$ cat config.mk
export PLATFORM = sky130hd
export DESIGN_NAME = imem_loader
export DESIGN_NICKNAME = d
export VERILOG_FILES = /design/src/rtl/imem_loader.sv
export SDC_FILE = /design/constraint.sdc
export NUM_CORES = 1
export LEC_CHECK = 0
export BUFFER_PORTS_ARGS = -buffer_cell sky130_fd_sc_hd__buf_2
export CAP_MARGIN = 20
export CELL_PAD_IN_SITES_DETAIL_PLACEMENT = 0
export CELL_PAD_IN_SITES_GLOBAL_PLACEMENT = 2
export CORE_ASPECT_RATIO = 1.75
export CORE_UTILIZATION = 39
export CTS_CLUSTER_SIZE = 28
export DETAILED_ROUTE_END_ITERATION = 6
export HOLD_SLACK_MARGIN = 0.08
export PLACE_DENSITY_LB_ADDON = 0.1
export SETUP_SLACK_MARGIN = 0.15
export SYNTH_ARGS = -nofsm -noshare
export SYNTH_HDL_FRONTEND = slang
export SYNTH_SLANG_ARGS = --single-unit
$ cat constraint.sdc
create_clock -name clk_i -period 11.51 [get_ports clk_i]
set_clock_uncertainty 0.15 [all_clocks]
set_input_delay 2.302 -clock clk_i [delete_from_list [all_inputs] [get_ports clk_i]]
set_output_delay 2.302 -clock clk_i [all_outputs]
set_load 0.02 [all_outputs]
$ cat src/rtl/imem_loader.sv
// imem_loader: boot-time program loader sitting in front of instruction
// memory. It accepts a byte stream over valid/ready and expects this frame:
//   count_lo, count_hi (N words, little-endian), then 4*N data bytes,
//   with each word sent least-significant byte first.
// Each assembled word is written to imem at word address 0..N-1, one
// write per word. The CPU is held (cpu_hold_o=1) until the whole image
// has landed in memory.
//
// Optional feature, enabled by defining IMEM_LOADER_CHECKSUM_EN:
//   one trailer byte follows the data bytes. It carries the XOR of all data
//   bytes. A mismatch ends the load in the error state.
//
// Ports:
//   clk_i          clock, rising edge
//   rst_i          asynchronous active-high reset
//   in_data_i      stream byte
//   in_valid_i     in_data_i valid
//   in_ready_o     loader can accept a byte this cycle
//   start_i        reload request, honoured only once done or in error
//   imem_we_o      instruction memory write strobe (one cycle per word)
//   imem_addr_o    word address of the write
//   imem_wdata_o   instruction word being written
//   cpu_hold_o     1 = CPU held in reset
//   load_done_o    image loaded successfully
//   load_error_o   bad header (or bad checksum)
//   words_loaded_o number of words written in the current load
//
// ADDR_WIDTH is assumed to be at most 16, because the header count is 16 bits.
module imem_loader #(
  parameter int ADDR_WIDTH = 10
) (
  input  logic                  clk_i,
  input  logic                  rst_i,
  input  logic [7:0]            in_data_i,
  input  logic                  in_valid_i,
  output logic                  in_ready_o,
  input  logic                  start_i,
  output logic                  imem_we_o,
  output logic [ADDR_WIDTH-1:0] imem_addr_o,
  output logic [31:0]           imem_wdata_o,
  output logic                  cpu_hold_o,
  output logic                  load_done_o,
  output logic                  load_error_o,
  output logic [ADDR_WIDTH:0]   words_loaded_o
);

  localparam logic [2:0] CNT_LO = 3'd0;
  localparam logic [2:0] CNT_HI = 3'd1;
  localparam logic [2:0] DATA   = 3'd2;
  localparam logic [2:0] FINISH = 3'd3;
  localparam logic [2:0] DONE   = 3'd4;
  localparam logic [2:0] ERR    = 3'd5;
`ifdef IMEM_LOADER_CHECKSUM_EN
  localparam logic [2:0] CHK    = 3'd6;
  // After the data bytes the trailer byte is still to come.
  localparam logic [2:0] AFTER_DATA = CHK;
`else
  localparam logic [2:0] AFTER_DATA = FINISH;
`endif

  // Memory capacity in words. It is compared against the 16-bit header
  // count, so the width is 17 bits.
  localparam logic [16:0] CAP = 17'(1) << ADDR_WIDTH;

  logic [2:0]            state_q, state_d;
  logic [1:0]            lane_q, lane_d;
  logic [23:0]           asm_q, asm_d;
  logic [7:0]            cnt_lo_q, cnt_lo_d;
  logic [15:0]           cnt_q, cnt_d;
  logic [ADDR_WIDTH:0]   wl_q, wl_d;
  logic                  we_q, we_d;
  logic [ADDR_WIDTH-1:0] addr_q, addr_d;
  logic [31:0]           wdata_q, wdata_d;
`ifdef IMEM_LOADER_CHECKSUM_EN
  logic [7:0]            csum_q, csum_d;
`endif

  logic        xfer;
  logic [16:0] hdr_n;

  always_comb begin
    in_ready_o = 1'b0;
    if (!rst_i) begin
      case (state_q)
        CNT_LO, CNT_HI, DATA: in_ready_o = 1'b1;
`ifdef IMEM_LOADER_CHECKSUM_EN
        CHK:                  in_ready_o = 1'b1;
`endif
        default:              in_ready_o = 1'b0;
      endcase
    end
  end

  assign xfer  = in_valid_i & in_ready_o;
  assign hdr_n = {1'b0, in_data_i, cnt_lo_q};

  always_comb begin
    state_d  = state_q;
    lane_d   = lane_q;
    asm_d    = asm_q;
    cnt_lo_d = cnt_lo_q;
    cnt_d    = cnt_q;
    wl_d     = wl_q;
    we_d     = 1'b0;
    addr_d   = addr_q;
    wdata_d  = wdata_q;
`ifdef IMEM_LOADER_CHECKSUM_EN
    csum_d   = csum_q;
`endif
    case (state_q)
      CNT_LO: begin
        if (xfer) begin
          cnt_lo_d = in_data_i;
          state_d  = CNT_HI;
        end
      end
      CNT_HI: begin
        if (xfer) begin
          cnt_d = hdr_n[15:0];
          if (hdr_n > CAP)          state_d = ERR;
          else if (hdr_n == 17'd0)  state_d = AFTER_DATA;
          else                      state_d = DATA;
        end
      end
      DATA: begin
        if (xfer) begin
`ifdef IMEM_LOADER_CHECKSUM_EN
          csum_d = csum_q ^ in_data_i;
`endif
          lane_d = lane_q + 2'd1;
          // Bytes shift in from the top, so after three bytes asm_q holds
          // {b2,b1,b0}. The fourth byte completes the word directly.
          asm_d  = {in_data_i, asm_q[23:8]};
          if (lane_q == 2'd3) begin
            we_d    = 1'b1;
            addr_d  = wl_q[ADDR_WIDTH-1:0];
            wdata_d = {in_data_i, asm_q};
            wl_d    = wl_q + 1'b1;
            if (17'(wl_q) + 17'd1 == {1'b0, cnt_q})
              state_d = AFTER_DATA;
          end
        end
      end
`ifdef IMEM_LOADER_CHECKSUM_EN
      CHK: begin
        if (xfer)
          state_d = (in_data_i == csum_q) ? FINISH : ERR;
      end
`endif
      // One cycle here lets the final write land before the CPU is released.
      FINISH: state_d = DONE;
      DONE, ERR: begin
        if (start_i) begin
          state_d = CNT_LO;
          wl_d    = '0;
          lane_d  = 2'd0;
`ifdef IMEM_LOADER_CHECKSUM_EN
          csum_d  = 8'd0;
`endif
        end
      end
      default: state_d = CNT_LO;
    endcase
  end

  always_ff @(posedge clk_i or posedge rst_i) begin
    if (rst_i) begin
      state_q  <= CNT_LO;
      lane_q   <= 2'd0;
      asm_q    <= '0;
      cnt_lo_q <= '0;
      cnt_q    <= '0;
      wl_q     <= '0;
      we_q     <= 1'b0;
      addr_q   <= '0;
      wdata_q  <= '0;
`ifdef IMEM_LOADER_CHECKSUM_EN
      csum_q   <= '0;
`endif
    end else begin
      state_q  <= state_d;
      lane_q   <= lane_d;
      asm_q    <= asm_d;
      cnt_lo_q <= cnt_lo_d;
      cnt_q    <= cnt_d;
      wl_q     <= wl_d;
      we_q     <= we_d;
      addr_q   <= addr_d;
      wdata_q  <= wdata_d;
`ifdef IMEM_LOADER_CHECKSUM_EN
      csum_q   <= csum_d;
`endif
    end
  end

  assign imem_we_o      = we_q;
  assign imem_addr_o    = addr_q;
  assign imem_wdata_o   = wdata_q;
  assign words_loaded_o = wl_q;
  assign cpu_hold_o     = (state_q != DONE);
  assign load_done_o    = (state_q == DONE);
  assign load_error_o   = (state_q == ERR);

endmodule

Yosys cells after proc, flatten, opt, wreduce, memory -nomap -nowiden
Cells that the tools add are included.
{"block": "word_totals", "register_bits": 107, "in_bits": 12, "out_inout_bits": 58}
{"block": "classes", "n_addsub": 3, "order_cmp": 1, "n_eq_ne": 14, "n_mux": 21, "n_bitwise": 1, "reduce_logical": 12}
{"cell": "11-bit 2-to-1 mux", "count": 3}
{"cell": "11-bit case mux with 2 select lines", "count": 1}
{"cell": "3-bit 2-to-1 mux", "count": 7}
{"cell": "17-bit logical NOT", "count": 1}
{"cell": "12-bit by 16-bit equality test with 1-bit output", "count": 1}
{"cell": "16-bit by 11-bit greater-than comparator with 1-bit output, second input constant", "count": 1}
{"cell": "3-bit case mux with 5 select lines", "count": 1}
{"cell": "11-bit by 1-bit adder with 12-bit output, second input constant", "count": 1}
{"cell": "2-bit inequality test, second input constant", "count": 6}
{"cell": "11-bit by 1-bit adder with 11-bit output, second input constant", "count": 1}
{"cell": "3-bit by 2-bit equality test with 1-bit output, second input constant", "count": 2}
{"cell": "3-bit equality test, second input constant", "count": 2}
{"cell": "1-bit 2-to-1 mux", "count": 6}
{"cell": "2-bit AND reduction", "count": 3}
{"cell": "3-bit AND reduction", "count": 2}
{"cell": "6-bit AND reduction", "count": 1}
{"cell": "2-bit 2-to-1 mux", "count": 2}
{"cell": "2-bit case mux with 2 select lines", "count": 1}
{"cell": "4-bit AND reduction", "count": 1}
{"cell": "3-bit by 1-bit equality test with 1-bit output, second input constant", "count": 1}
{"cell": "3-bit logical NOT", "count": 1}
{"cell": "3-bit inequality test, second input constant", "count": 1}
{"cell": "3-bit OR reduction", "count": 1}
{"cell": "2-bit by 1-bit adder with 2-bit output, second input constant", "count": 1}
{"cell": "other kinds (4)", "count": 4}

Longest topological paths before layout
Gate-level depths: netlist (run 1).
{"block": "depth", "ltp_word": 7, "ltp_mapped": 8, "depth_no_buf": 6}

Worst setup path before layout (run 1)
Ideal clock, no wire load.
{"block": "synth_timing", "kind": "input to register", "startpoint": "input rst_i", "endpoint": "register cnt_q[8]", "setup_time_ns": 0.125, "arrival_time_ns": 5.939, "slack_ns": 5.296, "cell_stages": 5, "path_buffers": 1, "path_cell_list": "inv_1 -> nand2_1 -> nor3_2 -> buf_4 -> mux2_2"}
{"block": "synth_via", "elab_chain_cells": 3}
{"item": "start, declared", "line": "33", "source": "input logic rst_i,"}
{"item": "1-bit 2-to-1 mux", "line": "83", "source": "if (!rst_i) begin"}
{"item": "1-bit bitwise AND", "line": "94", "source": "assign xfer = in_valid_i & in_ready_o;"}
{"item": "2-bit AND reduction (no line)"}
{"item": "end signal, assigned", "line": "185", "source": "cnt_q <= cnt_d;"}
{"item": "end, declared", "line": "69", "source": "logic [15:0] cnt_q, cnt_d;"}
Every way passes these cells.
A chain may end at the register's enable or synchronous reset.

Worst setup path after layout (run 1)
{"block": "layout_timing", "startpoint": "input rst_i", "endpoint": "output in_ready_o"}
{"block": "layout_via", "elab_chain_cells": 1}
{"item": "1-bit 2-to-1 mux", "line": "83"}
{"item": "end, declared", "line": "36", "source": "output logic in_ready_o,"}
Every way passes these cells.

==> flow_metrics.py, run 1 <==
metrics = {
    "logic_synthesis": {
        "synth.area.mux_share_pct": 12.1,
        "seq_area_frac_synth_pct": 58.0,
        "syn_area_um2": 4610,
        "yosys.area_share.simple_pct": 18.6,
        "synth_compound_area_share_pct": 4.69,
        "yosysWarnings": 0,
        "syn_inst": 431,
        "synthAdderAreaFrac_pct": 0.542,
        "syn_avg_cell_area_um2": 10.7,
        "ys_seq_elements": 107,
        "syn_nets": 445,
        "synth_top_family_by_area": "simple AND/OR/NAND/NOR gates",
        "synth_cell_types": 43,
        "synth-xor-area-share_pct": 3.42,
    },
    "layout": {
        "layout.cells.non_filler": 636,
        "final_cell_mix": "nand2_1, dfrtp_1, buf_2",
        "layout.nets": 510,
        "n_fill_cell": 1123,
        "num_antenna_cells": 0,
        "final_common_cell": "nand2_1",
        "syn_to_final_growth_pct": 16.5,
        "drive_gt1_share_pct": 29.9,
    },
    "detailed_routing": {
        "ant_nets": 0,
        "first_pass_iters": 7,
        "drc": 10,
        "drt-initial-drc-count": 130,
        "route.vias.total": 3258,
        "vias_per_cell": 5.12,
        "wl_mm": 10.8,
        "wl_per_cell_um": 16.9,
    },
    "setup_path": {
        "cp.required_ns": 9.06,
        "slowest_stage": "buf_2",
        "r2r_cells": 7,
        "worstSetupEndpointType": "primary output",
        "crit_path_max_incr_delay_ns": 0.20,
        "cp_cell_sequence": "buf_2 > a211oi_1 > buf_2",
        "crit_arrival_ns": 2.81,
        "cp_common_cell": "buf_2",
        "path_max_fanout": 4,
        "crit_path_start_kind": "input pin",
        "worstSetupPathType": "input pin to primary output",
    },
    "sta": {
        "slew_headroom_pct": 48.0,
        "hold_viol": 0,
        "rsz0062_at_grt": "false",
        "worst_pin_slew_ns": 0.779,
        "fin_crit_ns": 5.26,
        "finalSetupTns_ns": 0,
        "setup_viol": 0,
        "post-route-period-util_pct": 45.7,
        "maxSlewViolCount": 0,
        "max_freq_mhz": 190,
    },
    "placed_design": {
        "place_hpwl_mm": 7.47,
        "placedCellCount": 619,
        "port_buffers": 69,
        "place_congestion": 0.790,
    },
    "clock_network": {
        "cts.clk_slew.worst_paths_ns": 0.07,
        "htreeDepth": 3,
        "cts_hold_buf": 0,
        "post_cts_resized": 0,
        "post-cts-setup-buffers": 0,
        "cts_sinks": 107,
        "clk_path_buf_depth": 2,
        "cts-root-buf": "clkbuf_16",
        "insertion_delay_ns": 0.35,
        "tritoncts": "built",
        "cts_buffers": 9,
    },
    "floorplan": {
        "die_area_um2": 12300,
        "die_h_um": 146,
        "io_pins": 70,
        "rows": 52,
        "initial_utilization_pct": 40.1,
        "core_um2": 11500,
        "die_w_um": 84.2,
    },
    "power": {
        "p_leak_nw": 2.82,
        "vdd_drop_max_uv": 89.8,
        "p_per_area_nw_per_um2": 168,
    },
    "global_route": {
        "antenna_found_initial": 0,
        "grt_pass1_vias": 3290,
        "grt_max_degree": 63,
        "track_usage_pct": 18.6,
        "grt_overflow": 0,
        "grt_pass1_wl_mm": 17.3,
    },
    "min_path": {
        "hold_depth": 2,
        "min_path_type": "flip-flop to flip-flop",
    },
    "flow_run": {
        "cap_violations": 0,
    },
    "status": {
        "violations": "DRC",
        "status": "finished with violations",
    },
}
cells in the mapped netlist:
master,count,area share (%)
a2bb2oi_1,1,0.19
xor2_1,4,0.76
mux2_2,48,12
nor2_2,1,0.14
nor4b_4,1,0.52
nor3_1,3,0.33
mux2i_1,2,0.43
a211oi_1,2,0.33
nor2_1,14,1.1
ha_1,2,0.54
a31oi_1,3,0.41
o31ai_1,3,0.49
or3_2,1,0.16
nand3_2,1,0.22
nand2_2,1,0.14
xnor2_1,14,2.7
a31o_2,1,0.19
or4b_4,1,0.30
o32ai_1,1,0.19
nor3_2,4,0.87
nand4_1,3,0.41
nand3_1,11,1.2
or4_1,1,0.16
buf_6,1,0.24
nand3b_1,1,0.16
nor4_1,3,0.41
buf_4,3,0.49
clkbuf_1,6,0.49
inv_2,1,0.081
or3_1,1,0.14
and3_1,2,0.27
a311o_1,1,0.22
inv_1,4,0.33
or2_1,1,0.14
o2111ai_1,1,0.19
a41o_1,1,0.22
dfrtp_1,107,58
o21ai_1,1,0.11
and2_1,2,0.27
nand2_1,143,12
a21oi_1,5,0.54
buf_2,9,0.98
o21ai_0,15,1.6
critical path, delay by kind of cell:
kind,cells,cell delay [ns]
AOI/OAI and AO/OA,1,0.16
buffers and inverters,2,0.34
logic make-up (layout without fill, tap and decap cells):
| logic type | count (synthesis) | in the layout |
|---|---|---|
| adder cells (fa/ha/maj) | 2 | 2 |
| AND/OR/NAND/NOR | 195 | 195 |
| XOR/XNOR | 18 | 18 |
| multiplexers | 50 | 50 |
| AO/OA/AOI/OAI | 35 | 35 |
| flip-flops | 107 | 107 |
| buffers and inverters | 24 | 94 |
worst paths after layout:
kind	slack, ns	from	endpoint
setup / recovery	6.25	rst_i	in_ready_o
hold / removal	0.32	asm_q[6]$_DFFE_PP0P_	imem_wdata_o[6]$_DFFE_PP0P_
setup reg to reg	8.95	state_q[0]$_DFFE_PP0P_	words_loaded_o[5]$_DFFE_PP0P_
hold reg to reg	0.32	asm_q[6]$_DFFE_PP0P_	imem_wdata_o[6]$_DFFE_PP0P_
max in group asynchronous	8.03	rst_i	cnt_q[11]$_DFFE_PP0P_
min in group asynchronous	1.93	rst_i	imem_wdata_o[24]$_DFFE_PP0P_
sequential cells by signal, summed over array words and instances, names as in the netlist:
signal and cells:
state_q 3, asm_q 24, lane_q 2, cnt_lo_q 8
imem_addr_o 10, imem_we_o 1, cnt_q 16, imem_wdata_o 32
words_loaded_o 11
metal layers:
layer	GRT usage [%]	routed length (µm)
met2	33.8	5820
met3	3.06	286
met4	8.71	311
met5	0	0
met1	20.8	4330
power by group:
part	switching (mW)	total, mW	leakage, nW	internal, mW
Sequential	0.0369	0.456	1.44	0.419
Combinational	0.0600	0.126	1.23	0.0662
Clock	0.143	0.320	0.147	0.177
cell type report:
type / count / area (µm²) / share of cell area [%]
clock buffers: 10 / 239 / 4.44
clock inverters: 6 / 73.8 / 1.37
inverters: 5 / 21.3 / 0.396
multi-input cells: 300 / 1820 / 33.8
flip-flops and latches: 107 / 2680 / 49.8
well taps: 135 / 169 / 3.14
repair buffers: 73 / 379 / 7.05
stage by stage:
stage	total power [mW]	worst slack [ns]	utilization, %	instance area, µm²	hold slack (ns)
after global routing	0.944	6.23	46.7	5380	0.337
after global placement	0.585	6.24	43.9	5050	0.302
after floorplan	0.553	5.30	-	4610	0.283
final	0.902	6.25	46.7	5380	0.316
after CTS	0.912	6.24	46.6	5370	0.318
after detailed placement	0.590	6.24	43.9	5050	0.299
(Power assumes the default switching activity.)
==> run 2, diff against run 1 <==
--- a/config.mk
+++ b/config.mk
@@ -5,12 +5,13 @@
 export SDC_FILE = /design/constraint.sdc
 export NUM_CORES = 1
 export LEC_CHECK = 0
+export ABC_AREA = 1
 export BUFFER_PORTS_ARGS = -buffer_cell sky130_fd_sc_hd__buf_2
 export CAP_MARGIN = 20
 export CELL_PAD_IN_SITES_DETAIL_PLACEMENT = 0
 export CELL_PAD_IN_SITES_GLOBAL_PLACEMENT = 2
 export CORE_ASPECT_RATIO = 1.75
-export CORE_UTILIZATION = 39
+export CORE_UTILIZATION = 34
 export CTS_CLUSTER_SIZE = 28
 export DETAILED_ROUTE_END_ITERATION = 6
 export HOLD_SLACK_MARGIN = 0.08
==> constraint.sdc (replaced) <==
create_clock -name clk_i -period 5.4 [get_ports clk_i]
set_clock_uncertainty 0.15 [all_clocks]
set_input_delay 1.08 -clock clk_i [delete_from_list [all_inputs] [get_ports clk_i]]
set_output_delay 1.08 -clock clk_i [all_outputs]
set_load 0.02 [all_outputs]
==> flow_metrics.py, run 2 <==
metrics = {
    "floorplan": {
        "initial_utilization_pct": 34.8,
        "rows": 56,
        "io_pins": 70,
        "die_w_um": 90.4,
        "die_area_um2": 14200,
        "die_h_um": 157,
        "core_um2": 13400,
    },
    "global_route": {
        "track_usage_pct": 18.8,
        "grt_overflow": 0,
        "antenna_found_initial": 0,
        "grt_pass1_vias": 3822,
        "grt_max_degree": 77,
        "grt_pass1_wl_mm": 20.3,
    },
    "clock_network": {
        "insertion_delay_ns": 0.35,
        "htreeDepth": 3,
        "cts.clk_slew.worst_paths_ns": 0.06,
        "cts-root-buf": "clkbuf_16",
        "post_cts_resized": 0,
        "cts_hold_buf": 0,
        "clk_path_buf_depth": 2,
        "post-cts-setup-buffers": 0,
        "cts_sinks": 107,
        "tritoncts": "built",
        "cts_buffers": 9,
    },
    "setup_path": {
        "crit_path_start_kind": "input pin",
        "worstSetupPathType": "input pin to primary output",
        "rr_startpoint": "state_q[0]$_DFFE_PP0P_",
        "slowest_stage": "buf_2",
        "worstSetupEndpointType": "primary output",
        "cp_cell_sequence": "buf_2 > nor2_1 > nand2_1 > inv_1 > buf_2",
        "path_max_fanout": 2,
        "r2r_cells": 8,
        "cp.required_ns": 4.17,
        "crit_path_max_incr_delay_ns": 0.15,
        "r2r-end": "words_loaded_o[10]$_DFFE_PP0P_",
        "cp_top_family": "buffers and inverters",
        "r2r_setup_slack_ns": 2.87,
        "cp_common_cell": "buf_2",
        "crit_arrival_ns": 1.61,
        "critPathBufInv": 3,
    },
    "power": {
        "vdd_drop_max_uv": 160,
        "p_per_area_nw_per_um2": 375,
        "internal-power_mw": 1.41,
        "p_sw_share_pct": 31.5,
        "p_sw_uw": 646,
        "p_seq_share_pct": 50.0,
        "p_leak_nw": 2.87,
        "clkPwrFrac_pct": 31.2,
        "combPwrFrac_pct": 18.8,
    },
    "sta": {
        "post-route-period-util_pct": 52.5,
        "worst_pin_slew_ns": 0.727,
        "fin_crit_ns": 2.84,
        "hold_viol": 0,
        "slew_headroom_pct": 51.3,
        "maxSlewViolCount": 0,
        "setup_viol": 0,
        "finalSetupTns_ns": 0,
        "max_freq_mhz": 353,
        "rsz0062_at_grt": "false",
        "setup_slack_ns": 2.56,
    },
    "logic_synthesis": {
        "yosys-top-cells-area": "dfrtp_1, nand2_1, o21ai_0, inv_1, nand3_1",
        "synth_top_area_share_pct": 57.5,
        "synthFlopType": "dfrtp_1",
        "synth_common_cells": "nand2_1, dfrtp_1, o21ai_0",
        "ys_seq_elements": 107,
        "syn_nets": 566,
        "syn_inst": 552,
        "seq_area_frac_synth_pct": 57.5,
        "synth_cell_types": 26,
        "synth_edf_count": 0,
        "syn_avg_cell_area_um2": 8.43,
        "syn_area_um2": 4650,
        "yosysWarnings": 0,
        "yosysTopAreaCell": "dfrtp_1",
        "async_flop_share_pct": 100,
        "yosys.cell_count.top_type": "nand2_1",
    },
    "layout": {
        "multi_input_area_um2": 1580,
        "design_area_um2": 5470,
        "layout.nets": 632,
        "num_antenna_cells": 0,
        "syn_to_final_growth_pct": 17.6,
        "layout.cells.non_filler": 797,
        "final_common_cell": "nand2_1",
        "final_cell_mix": "nand2_1, dfrtp_1, o21ai_0",
        "largest_reg_flops": 32,
        "post-route-util_pct": 40.9,
        "drive_gt1_share_pct": 16.2,
        "n_fill_cell": 1444,
        "final-seq-area_um2": 2680,
    },
    "detailed_routing": {
        "drc": 0,
        "wl_mm": 12.5,
        "ant_nets": 0,
        "first_pass_iters": 4,
        "route.vias.total": 3761,
        "vias_per_cell": 4.72,
        "wl_per_cell_um": 15.6,
        "drt-initial-drc-count": 154,
    },
    "placed_design": {
        "placedCellCount": 780,
        "place_hpwl_mm": 9.21,
        "port_buffers": 69,
        "place_area_um2": 5160,
        "place_congestion": 0.812,
        "dpl_worst_slack_ns": 2.28,
    },
    "status": {
        "status": "complete, no violations",
    },
    "min_path": {
        "hold_depth": 2,
        "min_path_type": "flip-flop to flip-flop",
        "worstHoldStart": "cnt_lo_q[3]$_DFFE_PP0P_",
        "whs_endpoint": "cnt_q[3]$_DFFE_PP0P_",
    },
    "flow_run": {
        "cap_violations": 0,
    },
}
run 2: tightest hold or removal path: cells and delay by family, from the launching register on:
| kind | cells | cell delay, ns |
|---|---|---|
| AOI/OAI and AO/OA | 1 | 0.06 |
| and+or+nand+nor | 1 | 0.05 |
| DFF | 1 | 0.34 |
run 2: power by group through the flow:
stage,logic (mW),clock network (mW),registers (mW)
6_report,0.385,0.641,1.03
5_1_grt,0.461,0.690,1.05
4_1_cts,0.395,0.662,1.03
3_5_place_dp,0.392,0,1.04
3_3_place_gp,0.385,0,1.04
2_1_floorplan,0.305,0,1.01
run 2: worst max-delay path by stage:
stage / startpoint / end / slack [ns] / depth (start not counted)
after floorplan: rst_i / asm_q[0]$_DFFE_PP0P_ / 1.35 / 1
after global placement: rst_i / words_loaded_o[10]$_DFFE_PP0P_ / 2.30 / 9
after detailed placement: rst_i / words_loaded_o[10]$_DFFE_PP0P_ / 2.28 / 9
after CTS: rst_i / in_ready_o / 2.56 / 5
after global routing: rst_i / imem_addr_o[0]$_DFFE_PP0P_ / 2.44 / 9
final: rst_i / in_ready_o / 2.56 / 5
run 2: layout make-up:
class,instances,share of cell area [%]
Tap cell,174,3.98
Inverter,81,5.60
Clock inverter,6,0.823
Sequential cell,107,48.9
Multi-Input combinational cell,344,28.8
Clock buffer,10,4.37
Timing Repair Buffer,75,7.50
run 2: cell families (layout without fill, tap and decap cells):
logic type	count (synthesis)	after routing	synth area share [%]
AOI/OAI and AO/OA	109	109	12.4
adders and majority gates	2	2	0.538
buffers and inverters	101	172	8.68
DFF	107	107	57.5
and+or+nand+nor	233	233	20.8
run 2: metal layers:
metal,GRT usage (%),vias to the layer above,share of wire (%)
met1,19.7,1812,38
met2,36.8,60,57
li1,-,1874,-
met5,0,-,0
met3,2.96,15,2.0
met4,7.53,0,3.0
run 2: per-stage QoR:
step,power (mW),hold slack [ns]
2_1_floorplan,1.32,0.300
3_3_place_gp,1.43,0.312
3_5_place_dp,1.43,0.318
4_1_cts,2.09,0.334
5_1_grt,2.20,0.354
6_report,2.05,0.331
==> run 3, diff against run 2 <==
==> constraint.sdc (replaced) <==
create_clock -name clk_i -period 2.7 [get_ports clk_i]
set_clock_uncertainty 0.15 [all_clocks]
set_input_delay 0.54 -clock clk_i [delete_from_list [all_inputs] [get_ports clk_i]]
set_output_delay 0.54 -clock clk_i [all_outputs]
set_load 0.02 [all_outputs]
==> flow_metrics.py, run 3 (synthesized netlist as in run 2, its figures left out) <==
metrics = {
    "clock_network": {
        "insertion_delay_ns": 0.34,
        "cts_sinks": 107,
        "cts_buffers": 9,
        "clk_path_buf_depth": 2,
        "tritoncts": "built",
        "htreeDepth": 3,
        "cts-root-buf": "clkbuf_16",
        "post-cts-setup-buffers": 0,
        "cts_hold_buf": 0,
        "post_cts_resized": 0,
        "cts.clk_slew.worst_paths_ns": 0.07,
    },
    "detailed_routing": {
        "first_pass_iters": 5,
        "drt-initial-drc-count": 190,
        "wl_mm": 12.3,
        "drc": 0,
        "vias_per_cell": 4.67,
        "route.vias.total": 3726,
        "ant_nets": 0,
        "wl_per_cell_um": 15.4,
    },
    "setup_path": {
        "worstSetupEndpointType": "flip-flop",
        "crit_start": "words_loaded_o[0]$_DFFE_PP0P_",
        "cp.required_ns": 2.83,
        "path_max_fanout": 6,
        "r2r_cells": 12,
        "r2r_setup_slack_ns": 0.58,
        "crit_arrival_ns": 2.25,
        "rr_startpoint": "words_loaded_o[0]$_DFFE_PP0P_",
        "crit_path_start_kind": "flip-flop",
        "worstSetupPathType": "flip-flop to flip-flop",
        "r2r-end": "state_q[0]$_DFFE_PP0P_",
        "crit_end": "state_q[0]$_DFFE_PP0P_",
    },
    "power": {
        "combPwrFrac_pct": 19.6,
        "p_seq_share_pct": 50.4,
        "internal-power_mw": 2.78,
        "clkPwrFrac_pct": 29.9,
        "vdd_drop_max_uv": 297,
        "total_power_mw": 4.08,
        "p_leak_nw": 2.87,
        "p_sw_share_pct": 31.8,
        "p_sw_mw": 1.29,
        "p_per_area_nw_per_um2": 742,
    },
    "placed_design": {
        "port_buffers": 69,
        "place_congestion": 0.811,
        "place_area_um2": 5220,
        "placedCellCount": 783,
        "dpl_worst_slack_ns": 0.533,
        "place_hpwl_mm": 9.26,
    },
    "layout": {
        "layout.cells.non_filler": 798,
        "final-seq-area_um2": 2680,
        "design_area_um2": 5490,
        "final_common_cell": "nand2_1",
        "num_antenna_cells": 0,
        "final_cell_mix": "nand2_1, dfrtp_1, o21ai_0",
        "n_fill_cell": 1373,
        "largest_reg_flops": 32,
        "post-route-util_pct": 41.0,
        "syn_to_final_growth_pct": 18.0,
        "multi_input_area_um2": 1580,
        "layout.nets": 634,
        "drive_gt1_share_pct": 16.3,
    },
    "floorplan": {
        "core_um2": 13400,
        "die_area_um2": 14200,
        "rows": 56,
        "die_h_um": 157,
        "die_w_um": 90.4,
        "initial_utilization_pct": 34.8,
        "io_pins": 70,
    },
    "sta": {
        "post-route-period-util_pct": 78.4,
        "max_freq_mhz": 473,
        "maxSlewViolCount": 0,
        "setup_slack_ns": 0.584,
        "hold_viol": 0,
        "rsz0062_at_grt": "false",
        "slew_headroom_pct": 48.8,
        "hold_ws_ns": 0.199,
        "finalSetupTns_ns": 0,
        "setup_viol": 0,
        "worst_pin_slew_ns": 0.767,
        "fin_crit_ns": 2.12,
    },
    "global_route": {
        "grt_max_degree": 51,
        "grt_pass1_wl_mm": 20.0,
        "antenna_found_initial": 0,
        "track_usage_pct": 18.7,
        "grt_pass1_vias": 3818,
        "grt_overflow": 0,
    },
    "min_path": {
        "min_path_type": "input pin to async pin",
    },
    "flow_run": {
        "cap_violations": 0,
    },
    "status": {
        "status": "complete, no violations",
    },
}
-- run 3: cell count changes in the layout (fill, tap and decap cells not counted), sizes merged --
cell	previous run	this run
inv	85	81
buf	75	77
clkbuf	10	9
clkinvlp	0	2
clkinv	2	4
-- run 3: final cells by class --
class,instances,area share (%)
Inverter,81,5.60
Timing Repair Buffer,77,8.07
Clock buffer,9,4.10
Tap cell,174,3.96
Multi-Input combinational cell,344,28.7
Clock inverter,6,0.775
Sequential cell,107,48.8
-- run 3: power groups by stage --
stage	logic (mW)	registers [mW]	clock network [mW]
finish	0.800	2.06	1.22
detailed placement	0.815	2.09	0
CTS	0.820	2.06	1.26
floorplan	0.610	2.03	0
global placement	0.804	2.08	0
global route	0.946	2.10	1.32
-- run 3: worst min-delay path by stage --
stage                                          start                           to  cells past startpoint
final                                          rst_i         cnt_q[9]$_DFFE_PP0P_                      2
after global routing                           rst_i         asm_q[1]$_DFFE_PP0P_                      2
after CTS                                      rst_i  imem_wdata_o[6]$_DFFE_PP0P_                      2
after detailed placement  imem_addr_o[8]$_DFFE_PP0P_   imem_addr_o[8]$_DFFE_PP0P_                      2
after global placement         lane_q[0]$_DFFE_PP0P_        lane_q[0]$_DFFE_PP0P_                      1
after floorplan                lane_q[0]$_DFFE_PP0P_        lane_q[0]$_DFFE_PP0P_                      1
-- run 3: critical path: stages (launching register included) --
cell,delay [ns]
dfrtp_1,0.43
ha_1,0.25
nand2_1,0.18
inv_1,0.13
nand2_1,0.12
nand3_1,0.08
nand2_1,0.07
nand3_1,0.08
nor2_1,0.17
nand4_1,0.16
nand2_1,0.13
nand2_1,0.06
nand2_1,0.05
-- run 3: layer usage --
layer,track usage (%),wire length (µm),up-vias
li1,-,-,1882
met1,20.1,4800,1765
met2,35.8,6920,58
met3,2.67,229,21
met4,8.14,348,0
met5,0,0,-
